### src/rtl/fpsu_pkg.sv
// rtl/fpsu_pkg.sv - shared defaults and port-slice helpers for the FP control pipe
package fpsu_pkg;

  localparam int NPORT_DEF   = 3;
  localparam int DEPTH_DEF   = 3;
  localparam int OPW_DEF     = 21;
  localparam int ADD_BIT_DEF = 10;
  localparam int RETW_DEF    = 14;

  // Width of each per-port occupancy field; holds counts up to 8.
  localparam int OCCW = 4;

  function automatic int lane_lo(input int p, input int w);
    return p * w;
  endfunction

endpackage

### src/rtl/fpsu_ctl_lane.sv
// rtl/fpsu_ctl_lane.sv - one issue port's vld/op/xsub shift chain with occupancy count
module fpsu_ctl_lane
  import fpsu_pkg::*;
#(
  parameter int DEPTH = DEPTH_DEF,
  parameter int OPW   = OPW_DEF
) (
  input  logic            clk,
  input  logic            rst,
  input  logic            stall,
  input  logic            flush,
  input  logic            in_en,
  input  logic [OPW-1:0]  in_op,
  input  logic            in_xsub,
  output logic            out_vld,
  output logic [OPW-1:0]  out_op,
  output logic            out_xsub,
  output logic [OCCW-1:0] occ
);

  logic [DEPTH-1:0]          vld_q, vld_d;
  logic [DEPTH-1:0][OPW-1:0] op_q, op_d;
  logic [DEPTH-1:0]          xsub_q, xsub_d;
  logic [OCCW-1:0]           occ_q, occ_d;

  // op/xsub only move behind a valid entry, so an idle stage keeps its last op.
  always_comb begin
    vld_d  = vld_q;
    op_d   = op_q;
    xsub_d = xsub_q;
    if (flush) begin
      vld_d = '0;
    end else if (!stall) begin
      vld_d[0] = in_en;
      if (in_en) begin
        op_d[0]   = in_op;
        xsub_d[0] = in_xsub;
      end
      for (int k = 1; k < DEPTH; k++) begin
        vld_d[k] = vld_q[k-1];
        if (vld_q[k-1]) begin
          op_d[k]   = op_q[k-1];
          xsub_d[k] = xsub_q[k-1];
        end
      end
    end
    occ_d = '0;
    for (int k = 0; k < DEPTH; k++) begin
      occ_d = occ_d + OCCW'(vld_d[k]);
    end
  end

  always_ff @(posedge clk or negedge rst) begin
    if (!rst) begin
      vld_q  <= '0;
      op_q   <= '0;
      xsub_q <= '0;
      occ_q  <= '0;
    end else begin
      vld_q  <= vld_d;
      op_q   <= op_d;
      xsub_q <= xsub_d;
      occ_q  <= occ_d;
    end
  end

  assign out_vld  = vld_q[DEPTH-1];
  assign out_op   = op_q[DEPTH-1];
  assign out_xsub = xsub_q[DEPTH-1];
  assign occ      = occ_q;

endmodule

### src/rtl/fpsu_ctl_pipe.sv
// rtl/fpsu_ctl_pipe.sv - per-port FP control pipeline with late-add select and retire merge
module fpsu_ctl_pipe
  import fpsu_pkg::*;
#(
  parameter int NPORT   = NPORT_DEF,
  parameter int DEPTH   = DEPTH_DEF,
  parameter int OPW     = OPW_DEF,
  parameter int ADD_BIT = ADD_BIT_DEF,
  parameter int RETW    = RETW_DEF
) (
  input  logic                  clk,
  input  logic                  rst,
  input  logic [NPORT-1:0]      in_en,
  input  logic [NPORT*OPW-1:0]  in_op,
  input  logic [NPORT-1:0]      in_xsub,
  input  logic                  stall,
  input  logic [NPORT-1:0]      flush,
  output logic [NPORT-1:0]      late_add,
  output logic [NPORT*OPW-1:0]  out_op,
  output logic [NPORT-1:0]      out_vld,
  output logic [NPORT*OCCW-1:0] occ,
  input  logic [NPORT*RETW-1:0] retH,
  input  logic [NPORT*RETW-1:0] retL,
  input  logic [NPORT-1:0]      ret_enH,
  input  logic [NPORT-1:0]      ret_enL,
  output logic [NPORT*RETW-1:0] ret,
  output logic [NPORT-1:0]      ret_en,
  input  logic                  err_clr,
  output logic [NPORT-1:0]      ret_err
);

  logic [NPORT-1:0] xsub_last;
  logic [NPORT-1:0] ret_err_q, ret_err_d;

  for (genvar p = 0; p < NPORT; p++) begin : g_lane
    fpsu_ctl_lane #(
      .DEPTH (DEPTH),
      .OPW   (OPW)
    ) u_lane (
      .clk      (clk),
      .rst      (rst),
      .stall    (stall),
      .flush    (flush[p]),
      .in_en    (in_en[p]),
      .in_op    (in_op[lane_lo(p, OPW) +: OPW]),
      .in_xsub  (in_xsub[p]),
      .out_vld  (out_vld[p]),
      .out_op   (out_op[lane_lo(p, OPW) +: OPW]),
      .out_xsub (xsub_last[p]),
      .occ      (occ[lane_lo(p, OCCW) +: OCCW])
    );

    assign late_add[p] = out_vld[p] & ~xsub_last[p] & out_op[lane_lo(p, OPW) + ADD_BIT];
  end

  assign ret    = retH | retL;
  assign ret_en = ret_enH | ret_enL;

  // A new collision outranks a simultaneous clear.
  always_comb begin
    ret_err_d = (ret_err_q & {NPORT{~err_clr}}) | (ret_enH & ret_enL);
  end

  always_ff @(posedge clk or negedge rst) begin
    if (!rst) begin
      ret_err_q <= '0;
    end else begin
      ret_err_q <= ret_err_d;
    end
  end

  assign ret_err = ret_err_q;

endmodule

### config.mk
export PLATFORM = sky130hd
export DESIGN_NAME = fpsu_ctl_pipe
export DESIGN_NICKNAME = d
export VERILOG_FILES = /design/src/rtl/fpsu_pkg.sv /design/src/rtl/fpsu_ctl_lane.sv /design/src/rtl/fpsu_ctl_pipe.sv
export SDC_FILE = /design/constraint.sdc
export NUM_CORES = 1
export LEC_CHECK = 0
export BUFFER_PORTS_ARGS = -buffer_cell sky130_fd_sc_hd__buf_4
export CAP_MARGIN = 25
export CORE_MARGIN = 5
export CORE_UTILIZATION = 50
export CTS_CLUSTER_DIAMETER = 80
export DETAILED_ROUTE_END_ITERATION = 8
export GPL_ROUTABILITY_DRIVEN = 1
export GPL_TIMING_DRIVEN = 1
export PLACE_DENSITY = 0.79
export SYNTH_ARGS = -nofsm -noshare
export SYNTH_HDL_FRONTEND = slang
export SYNTH_HIERARCHICAL = 1
export SYNTH_SLANG_ARGS = --single-unit
### constraint.sdc
create_clock -name clk -period 3.2 [get_ports clk]
set_input_delay 0.16 -clock clk [delete_from_list [all_inputs] [get_ports clk]]
set_output_delay 0.16 -clock clk [all_outputs]
set_load 0.02 [all_outputs]
==> metrics.yaml, run 1 <==
floorplan:
  die_h_um: 145
  start_util_pct: 50.8
  placementRows: 49
  dieArea_sq_um: 21000
  die_w_um: 145
  ios: 295
  coreArea_sq_um: 18000
power_and_ir_drop:
  p_seq_share_pct: 46.5
  p_int_uw: 6030
  p_comb_share_pct: 21.1
  clkPwrFrac_pct: 32.4
  switching_share_pct: 25.6
  cellPowerDensity_nw_per_um2: 650
  ir_drop_uv: 538
  p_switching_uw: 2080
  leakagePower_uw: 0.00605
final_layout:
  final_common_cell: "buf_4"
  final_cell_mix: "buf_4 (297), dfrtp_1 (216), mux2_2 (186), dlygate4sd3_1 (76), or2_1 (45)"
  area_delta_synth_final_pct: 36.8
  finalNetCount: 1080
  drive_gt1_share_pct: 58.3
  diodes: 0
  filler_cell_count: 1179
worst_setup_path:
  crit_chain: "dlygate4sd3_1 -> buf_4 -> nor3b_4 -> buf_4 -> mux2_2"
  crit_arrival_ns: 1.90
  timing.rr.start: "g_lane[0].u_lane/vld_q[0]"
  crit_path_start_kind: "input pin"
  crit-reg2reg-capture: "g_lane[0].u_lane/op_q[32]"
  worst-path-max-fanout: 20
  critPathTopFamily: "buffers and inverters"
  setup.worst_path.class: "in2reg"
  crit_cells: 5
  cp-end-kind: "flop"
  critPathSlowestCell: "dlygate4sd3_1"
  required_ns: 3.57
  crit_top_cell: "buf_4"
  slowest_delay_ns: 0.53
  r2r_cells: 3
  reg2reg_slack_ns: 1.71
  crit_start: "flush[0]"
  critPathBufInv: 3
  setup.worst_path.end: "g_lane[0].u_lane/op_q[14]"
timing:
  rsz0062_at_grt: "no"
  period_share_pct: 47.9
  setup_ws_ns: 1.67
  fin_setup_tns_ns: 0
  finalCriticalPeriod_ns: 1.53
  slew_viol_final: 0
  setup_viol: 0
  max_freq_mhz: 653
  holdWs_ns: 0.0251
  tightest_slew_ns: 0.713
  fin_skew_ns: 0.0103
  max-slew-margin-rel_pct: 52.4
  hold_viol_final: 0
global_route:
  grt_max_degree: 91
  grt_pass1_vias: 6555
  grt_pass1_wl_um: 33900
  antenna_found_initial: 0
  gr-total-overflow: 0
  grt_usage_pct: 19.2
route:
  drtIter0Drc: 179
  highest_layer: "met4"
  wirelength_um: 20600
  first_pass_iters: 4
  route.detailed.drc: 0
  drt-met1-wl_um: 7960
  met3_length_um: 1330
  drtAntennaViolNets: 0
  wl_met2_um: 10800
  vias: 5695
  wl_per_cell_um: 17.8
  vias_per_cell: 4.93
cts:
  clock-sinks: 216
  cts_tree: "built"
  cts-resized-gates: 0
  cts.path.max_buffers: 3
  post_cts_buffers: 0
  worstSkewPairLatency_ns: 0.50
  path_clk_slew_ns: 0.06
  cts_buffers: 24
  cts-root-buf: "clkbuf_16"
  cts.htree.levels: 1
synthesis:
  synth_area_leaders: "dfrtp_1 (59%), mux2_2 (23%), buf_4 (5.7%)"
  synthCells: 597
  synth.avg_cell_area_sq_um: 15.3
  yosys.area.top_type: "dfrtp_1"
  netlist-cell-type-count: 15
  synth_area_sq_um: 9120
  synth.ff_latch_count: 216
  ys_warn_count: 6
  synth_top_cell_area_share_pct: 59.3
  yosysSeqAreaShare_pct: 59.3
placement:
  numPortBuffers: 288
  dp_hpwl_um: 14100
  dpl_worst_slack_ns: 1.64
  gp_congestion: 0.782
flow_run:
  maxCapViolations: 0
outcome:
  status: "completed"
hold_path:
  min_from: "in_en[2]"
  hp-class: "in2reg"
sequential cells by signal, summed over array words and instances, names as in the netlist:
signal                cells
g_lane.u_lane/op_q      126
g_lane.u_lane/out_op     63
g_lane.u_lane/vld_q       9
g_lane.u_lane/xsub_q      9
g_lane.u_lane/occ         6
ret_err                   3
stage by stage:
step                      utilization [%]  instance area, sq um  instances  power (uW)
final                                69.4                 12500       1155        8100
after global routing                 69.4                 12500       1155        8480
after CTS                            69.4                 12500       1155        8190
after detailed placement             60.9                 10900       1038        5450
after global placement               60.9                 10900       1038        5320
after floorplan                         -                  9130        600        4900
tightest hold or removal path: stages:
cell and delay [ns]:
buf_4 0.12, mux2i_1 0.11, nor2_1 0.08
Yosys cell counts, drive strengths merged:
cell type	n
dfrtp	216
mux2	198
buf	90
or2	45
nor2	12
mux2i	9
nor3b	9
nand2	6
conb	3
fa	3
inv	3
o21ai	3
power groups by stage:
stage / Clock [uW] / Combinational, uW / Sequential, uW
5_1_grt: 2820 / 1830 / 3830
2_1_floorplan: 0 / 1230 / 3670
6_report: 2630 / 1710 / 3770
3_5_place_dp: 0 / 1640 / 3800
3_3_place_gp: 0 / 1570 / 3750
4_1_cts: 2700 / 1730 / 3760
area by class of cell:
class                   count  area (sq um)  area share, %
clock buffers              34           679           5.45
clock inverters             7          87.6          0.702
inverters                   3          11.3         0.0903
multi-input cells         291          2980           23.9
flip-flops and latches    216          5410           43.3
well taps                 229           287           2.30
repair buffers            375          3020           24.2
worst min path at each step:
| stage | end | slack (ns) | cells after the start |
|---|---|---|---|
| 2_1_floorplan | g_lane[0].u_lane/occ[0] | -0.14 | 0 |
| 3_3_place_gp | g_lane[0].u_lane/occ[0] | 0.26 | 1 |
| 3_5_place_dp | g_lane[0].u_lane/occ[0] | 0.27 | 1 |
| 4_1_cts | g_lane[2].u_lane/vld_q[0] | 0.002 | 3 |
| 5_1_grt | g_lane[2].u_lane/vld_q[0] | 0.06 | 3 |
| 6_report | g_lane[2].u_lane/vld_q[0] | 0.03 | 3 |
cells by family (layout without fill, tap and decap cells):
logic type,after synthesis,after routing,share of synthesized area [%]
mux,207,207,25.9
buf+inv,93,419,8.19
other cells,3,6,0.123
fa+ha+maj,3,3,0.658
flops,216,216,59.3
simple gates,72,72,5.68
compound gates,3,3,0.165
what timing repair did:
item,CTS,global route
hold endpoints to repair,166,0
endpoints found under the setup margin,0,0
hold buffers,76,0
layer usage:
layer	track usage, %	vias to the layer above
li1	-	2578
met1	23.1	2862
met2	34.5	212
met3	4.27	43
met4	5.69	0
met5	0	-
(Power assumes the default switching activity.)
==> run 2: changes to the inputs <==
--- a/config.mk
+++ b/config.mk
@@ -5,6 +5,7 @@
 export SDC_FILE = /design/constraint.sdc
 export NUM_CORES = 1
 export LEC_CHECK = 0
+export ABC_AREA = 1
 export BUFFER_PORTS_ARGS = -buffer_cell sky130_fd_sc_hd__buf_4
 export CAP_MARGIN = 25
 export CORE_MARGIN = 5
==> constraint.sdc (replaced) <==
create_clock -name clk -period 1.5 [get_ports clk]
set_input_delay 0.075 -clock clk [delete_from_list [all_inputs] [get_ports clk]]
set_output_delay 0.075 -clock clk [all_outputs]
set_load 0.02 [all_outputs]
==> metrics.yaml, run 2 <==
outcome:
  status: "completed"
route:
  route.detailed.drc: 0  # unchanged
  first_pass_iters: 5  # +1
  vias: 8289  # +46%
  wirelength_um: 25700  # +25%
  vias_per_cell: 5.14  # +4.3%
  drtIter0Drc: 527  # +190%
  wl_per_cell_um: 15.9  # -11%
  drtAntennaViolNets: 0  # unchanged
global_route:
  gr-total-overflow: 0  # unchanged
  grt_max_degree: 58  # -36%
  antenna_found_initial: 0  # unchanged
  grt_pass1_vias: 8449  # +29%
  grt_usage_pct: 23.2  # +4.0 points
  grt_pass1_wl_um: 41600  # +23%
timing:
  slew_viol_final: 0  # unchanged
  fin_skew_ns: 0.0115  # +0.00123 ns
  finalCriticalPeriod_ns: 1.46
  holdWs_ns: 0.0220  # -0.00312 ns
  period_share_pct: 97.1
  rsz0062_at_grt: "no"
  setup_viol: 0  # unchanged
  hold_viol_final: 0  # unchanged
  fin_setup_tns_ns: 0  # unchanged
  max_freq_mhz: 686
floorplan:
  dieArea_sq_um: 21500  # +2.3%
  placementRows: 50  # +2.0%
  coreArea_sq_um: 18600  # +3.4%
  start_util_pct: 50.3  # -0.49 points
  ios: 295  # unchanged
  die_w_um: 147  # +1.1%
  die_h_um: 147  # +1.1%
synthesis:
  synth_edf_count: 0  # unchanged
  ys_async_sr_fraction_pct: 100  # unchanged
  synth.ff_latch_count: 216  # unchanged
  netlist-cell-type-count: 13  # -2
  synthTopCellsByCount: "nand2_1 (426), dfrtp_1 (216), nand3_1 (207), buf_4 (75), or2_1 (45)"
  synthCells: 1036  # +74%
  synth_top_cell_area_share_pct: 57.9  # -1.4 points
  yosysSeqAreaShare_pct: 57.9  # -1.4 points
  yosysMostFrequentCell: "nand2_1"
  synthFlopType: "dfrtp_1"
  synth_area_leaders: "dfrtp_1 (58%), nand2_1 (17%), nand3_1 (11%)"
  synth_area_sq_um: 9340  # +2.4%
  synth.avg_cell_area_sq_um: 9.02  # -41%
  ys_warn_count: 6  # unchanged
  yosys.area.top_type: "dfrtp_1"
final_layout:
  final_common_cell: "nand2_1"
  top_register: "g_lane.u_lane/op_q"
  filler_cell_count: 1332  # +13%
  drive_gt1_share_pct: 26.1  # -32 points
  largest_reg_flops: 126  # unchanged
  finalNetCount: 1533  # +42%
  area_delta_synth_final_pct: 39.2
  final_cell_mix: "nand2_1 (426), buf_4 (317), dfrtp_1 (216), nand3_1 (207), dlygate4sd3_1 (105)"
  diodes: 0  # unchanged
flow_run:
  maxCapViolations: 0  # unchanged
cts:
  cts-root-buf: "clkbuf_16"
  cts.path.max_buffers: 3  # unchanged
  post_cts_buffers: 0  # unchanged
  clock-sinks: 216  # unchanged
  cts.htree.levels: 1  # unchanged
  worstSkewPairLatency_ns: 0.50  # about the same
  cts_buffers: 23  # -4.2%
  cts-resized-gates: 0  # unchanged
  path_clk_slew_ns: 0.06  # about the same
  cts_tree: "built"
worst_setup_path:
  required_ns: 1.87  # -1.70 ns
  worst-path-max-fanout: 11  # -45%
  setup.worst_path.class: "reg2reg"
  crit_arrival_ns: 1.83  # -0.07 ns
  cp-end-kind: "flop"
  crit_path_start_kind: "flop"
placement:
  numPortBuffers: 288  # unchanged
  dp_hpwl_um: 15800  # +12%
  gp_congestion: 0.834  # +6.7%
power_and_ir_drop:
  finalPower_uw: 15900  # +96%
  cellPowerDensity_nw_per_um2: 1220  # +88%
  ir_drop_uv: 883  # +64%
  leakagePower_uw: 0.00709  # +17%
hold_path:
  hp-class: "in2reg"
-- run 2: cell count changes after synthesis, moves of 9 or more --
cell / before / now
nand3_1: 0 / 207
buf_2: 3 / 18
nor2_1: 12 / 3
mux2i_1: 9 / 0
nand2_1: 6 / 426
clkbuf_1: 0 / 18
mux2_4: 12 / 0
nor3b_4: 9 / 0
mux2_2: 186 / 0
-- run 2: report_power, final --
part | internal [uW] | switching [uW] | leakage [uW]
combinational | 1320 | 1590 | 0.00389
clock | 3320 | 2180 | 0.000365
sequential | 6840 | 628 | 0.00283
-- run 2: cells by family (layout without fill, tap and decap cells) --
logic type,after synthesis,count (layout),synth area share (%)
adder cells (fa/ha/maj),3,3,0.643
other,3,6,0.121
AND/OR/NAND/NOR,684,684,31.7
flip-flops,216,216,57.9
buffers and inverters,130,469,9.68
-- run 2: through the flow --
step,setup slack (ns),utilization (%),instance area (sq um),cells
3_5_place_dp,0.179,60.3,11200,1468
6_report,0.0431,70.0,13000,1612
2_1_floorplan,0.105,-,9350,1039
3_3_place_gp,0.197,60.3,11200,1468
4_1_cts,0.0982,70.0,13000,1612
5_1_grt,0.0306,70.0,13000,1612
-- run 2: path summary, 6_finish.rpt --
kind | startpoint | to | slack [ns] | cells after the start
min | in_en[0] | g_lane[0].u_lane/op_q[0] | 0.02 | 3
max | g_lane[1].u_lane/vld_q[0] | g_lane[1].u_lane/vld_q[0] | 0.04 | 3
min reg2reg | g_lane[2].u_lane/out_op[17] | g_lane[2].u_lane/out_op[17] | 0.47 | 2
min in group asynchronous | rst | g_lane[0].u_lane/op_q[10] | 0.09 | 2
max reg2reg | g_lane[1].u_lane/vld_q[0] | g_lane[1].u_lane/vld_q[0] | 0.04 | 3
max in group asynchronous | rst | g_lane[2].u_lane/op_q[28] | 0.79 | 3
-- run 2: area by class of cell --
| class | count | area (sq um) | share of cell area [%] |
|---|---|---|---|
| flip-flops and latches | 216 | 5410 | 41.6 |
| inverters | 4 | 15.0 | 0.115 |
| clock buffers | 34 | 687 | 5.28 |
| clock inverters | 5 | 56.3 | 0.433 |
| repair buffers | 426 | 3510 | 27.0 |
| well taps | 234 | 293 | 2.25 |
| multi-input cells | 693 | 3040 | 23.4 |
-- run 2: repair_timing --
item / 4_1_cts / 5_1_grt
endpoints found under the hold margin: 301 / 0
endpoints found under the setup margin: 0 / 0
hold buffers: 105 / 0
-- run 2: layer usage --
layer	vias to the layer above	global-route usage (%)	part of all wire [%]
met2	381	41.0	51
met4	0	7.10	2.7
met5	-	0	0
met1	3974	28.6	38
met3	61	5.06	8.6
li1	3873	-	-
-- run 2: worst max-delay path, stage by stage, from the launching register on --
cell	delay, ns
dfrtp_1	0.50
nand3_1	0.14
nand2_1	0.10
dlygate4sd3_1	0.59
==> run 3: changes to the inputs <==
--- a/config.mk
+++ b/config.mk
@@ -14,7 +14,7 @@
 export DETAILED_ROUTE_END_ITERATION = 8
 export GPL_ROUTABILITY_DRIVEN = 1
 export GPL_TIMING_DRIVEN = 1
-export PLACE_DENSITY = 0.79
+export PLACE_DENSITY = 0.77
 export SYNTH_ARGS = -nofsm -noshare
 export SYNTH_HDL_FRONTEND = slang
 export SYNTH_HIERARCHICAL = 1
==> metrics.yaml, run 3 (same netlist as run 2, synthesis figures left out) <==
outcome:
  status: "completed"
floorplan:
  start_util_pct: 50.3  # unchanged
  ios: 295  # unchanged
  die_h_um: 147  # unchanged
  coreArea_sq_um: 18600  # unchanged
  placementRows: 50  # unchanged
  dieArea_sq_um: 21500  # unchanged
  die_w_um: 147  # unchanged
worst_setup_path:
  r2r_cells: 3  # unchanged
  crit_arrival_ns: 1.80  # -0.03 ns
  setup.worst_path.class: "reg2reg"
  crit_path_start_kind: "flop"
  slowest_delay_ns: 0.58  # about the same
  timing.rr.start: "g_lane[1].u_lane/vld_q[0]"
  critPathSlowestCell: "dlygate4sd3_1"
  crit_chain: "nand3_1 -> nand2_1 -> dlygate4sd3_1"
  reg2reg_slack_ns: 0.09  # +0.05 ns
  required_ns: 1.89  # +0.02 ns
  worst-path-max-fanout: 11  # unchanged
  crit-reg2reg-capture: "g_lane[1].u_lane/vld_q[0]"
  cp-end-kind: "flop"
placement:
  dpl_worst_slack_ns: 0.141  # -0.0379 ns
  gp_congestion: 0.843  # +1.1%
  numPortBuffers: 288  # unchanged
  placed_area_sq_um: 11200  # -0.13%
  dp_hpwl_um: 15900  # +0.32%
cts:
  path_clk_slew_ns: 0.06  # about the same
  cts_tree: "built"
  cts_buffers: 22  # -4.3%
  cts-root-buf: "clkbuf_16"
  cts.path.max_buffers: 3  # unchanged
  clock-sinks: 216  # unchanged
  cts.htree.levels: 1  # unchanged
  post_cts_buffers: 0  # unchanged
  worstSkewPairLatency_ns: 0.50  # about the same
timing:
  max_freq_mhz: 710  # +3.5%
  fin_skew_ns: 0.0166  # +0.00513 ns
  fin_setup_tns_ns: 0  # unchanged
  slew_viol_final: 0  # unchanged
  setup_viol: 0  # unchanged
  setup_ws_ns: 0.0917  # +0.0487 ns
  finalCriticalPeriod_ns: 1.41  # -0.0487 ns
  period_share_pct: 93.9  # -3.2 points
  hold_viol_final: 0  # unchanged
  holdWs_ns: 0.0241  # +0.00208 ns
  rsz0062_at_grt: "no"
global_route:
  gr-total-overflow: 0  # unchanged
  grt_pass1_vias: 8114  # -4.0%
  use_met3_pct: 5.31  # +0.25 points
  gr-max-usage-layer: "met2"
  use_met1_pct: 29.6  # +0.97 points
  grt_usage_pct: 22.6  # -0.62 points
  antenna_found_initial: 0  # unchanged
  grt_use_met2_pct: 38.0  # -3.0 points
  grt_pass1_wl_um: 40600  # -2.4%
  grt_max_degree: 67  # +16%
hold_path:
  whs_path_depth: 3  # unchanged
  min_from: "stall"
  hold_end: "g_lane[2].u_lane/vld_q[1]"
  hp-class: "in2reg"
final_layout:
  final_common_cell: "nand2_1"
  top_register: "g_lane.u_lane/op_q"
  largest_reg_flops: 126  # unchanged
  drive_gt1_share_pct: 25.8  # -0.24 points
  area_delta_synth_final_pct: 38.7
  final-seq-area_sq_um: 5410  # about the same
  finalNetCount: 1533  # unchanged
  filler_cell_count: 1396  # +4.8%
  final_cell_mix: "nand2_1 (426), buf_4 (315), dfrtp_1 (215), nand3_1 (207), dlygate4sd3_1 (108)"
  multi_input_area_sq_um: 3040  # unchanged
  postLayoutCellArea_sq_um: 13000  # -0.34%
  diodes: 0  # unchanged
route:
  first_pass_iters: 5  # unchanged
  drtIter0Drc: 443  # -16%
  vias: 8073  # -2.6%
  wirelength_um: 24600  # -4.2%
  route.detailed.drc: 0  # unchanged
  drtAntennaViolNets: 0  # unchanged
  vias_per_cell: 5.00  # -2.7%
  wl_per_cell_um: 15.2  # -4.3%
power_and_ir_drop:
  ir_drop_uv: 773  # -12%
  cellPowerDensity_nw_per_um2: 1190  # -2.5%
  finalPower_uw: 15400  # -2.8%
  leakagePower_uw: 0.00707  # -0.29%
flow_run:
  maxCapViolations: 0  # unchanged
run 3: area by class of cell:
class	count	area share (%)
repair buffers	427	27.2
flip-flops and latches	216	41.7
well taps	234	2.26
inverters	4	0.116
multi-input cells	693	23.5
clock inverters	6	0.319
clock buffers	33	4.95
run 3: through the flow:
step,utilization (%),cells
after CTS,69.8,1613
after global placement,60.3,1466
after floorplan,-,1039
final,69.8,1613
after detailed placement,60.3,1466
after global routing,69.8,1613
run 3: worst max path at each step:
stage,start,to,slack [ns],depth (start not counted)
detailed placement,g_lane[1].u_lane/vld_q[0],g_lane[1].u_lane/occ[0],0.14,3
global placement,g_lane[1].u_lane/vld_q[0],g_lane[1].u_lane/occ[0],0.20,3
floorplan,g_lane[0].u_lane/vld_q[0],g_lane[0].u_lane/occ[0],0.11,4
finish,g_lane[1].u_lane/vld_q[0],g_lane[1].u_lane/vld_q[0],0.09,3
global route,g_lane[1].u_lane/vld_q[0],g_lane[1].u_lane/vld_q[0],0.01,3
CTS,g_lane[1].u_lane/vld_q[0],g_lane[1].u_lane/vld_q[0],0.08,3
run 3: metal layers:
metal	vias to the layer above	routed length, um
met5	-	0
met3	41	1910
met1	3851	9970
li1	3891	-
met4	0	578
met2	290	12100
run 3: critical path, delay by kind of cell, from the launching register on:
family	cells	cell delay [ns]
flip-flops	1	0.48
buffers and inverters	1	0.58
AND/OR/NAND/NOR	2	0.23
run 3: power breakdown:
group / switching, uW / leakage [uW] / total, uW / internal, uW
Clock: 2180 / 0.000341 / 5140 / 2960
Sequential: 593 / 0.00283 / 7430 / 6840
Combinational: 1550 / 0.00390 / 2870 / 1310
run 3: repair_timing:
action / in CTS / in global routing
resized for setup: 0 / 1
hold endpoints to repair: 294 / 0
setup endpoints to repair: 0 / 1
hold buffers: 108 / 0
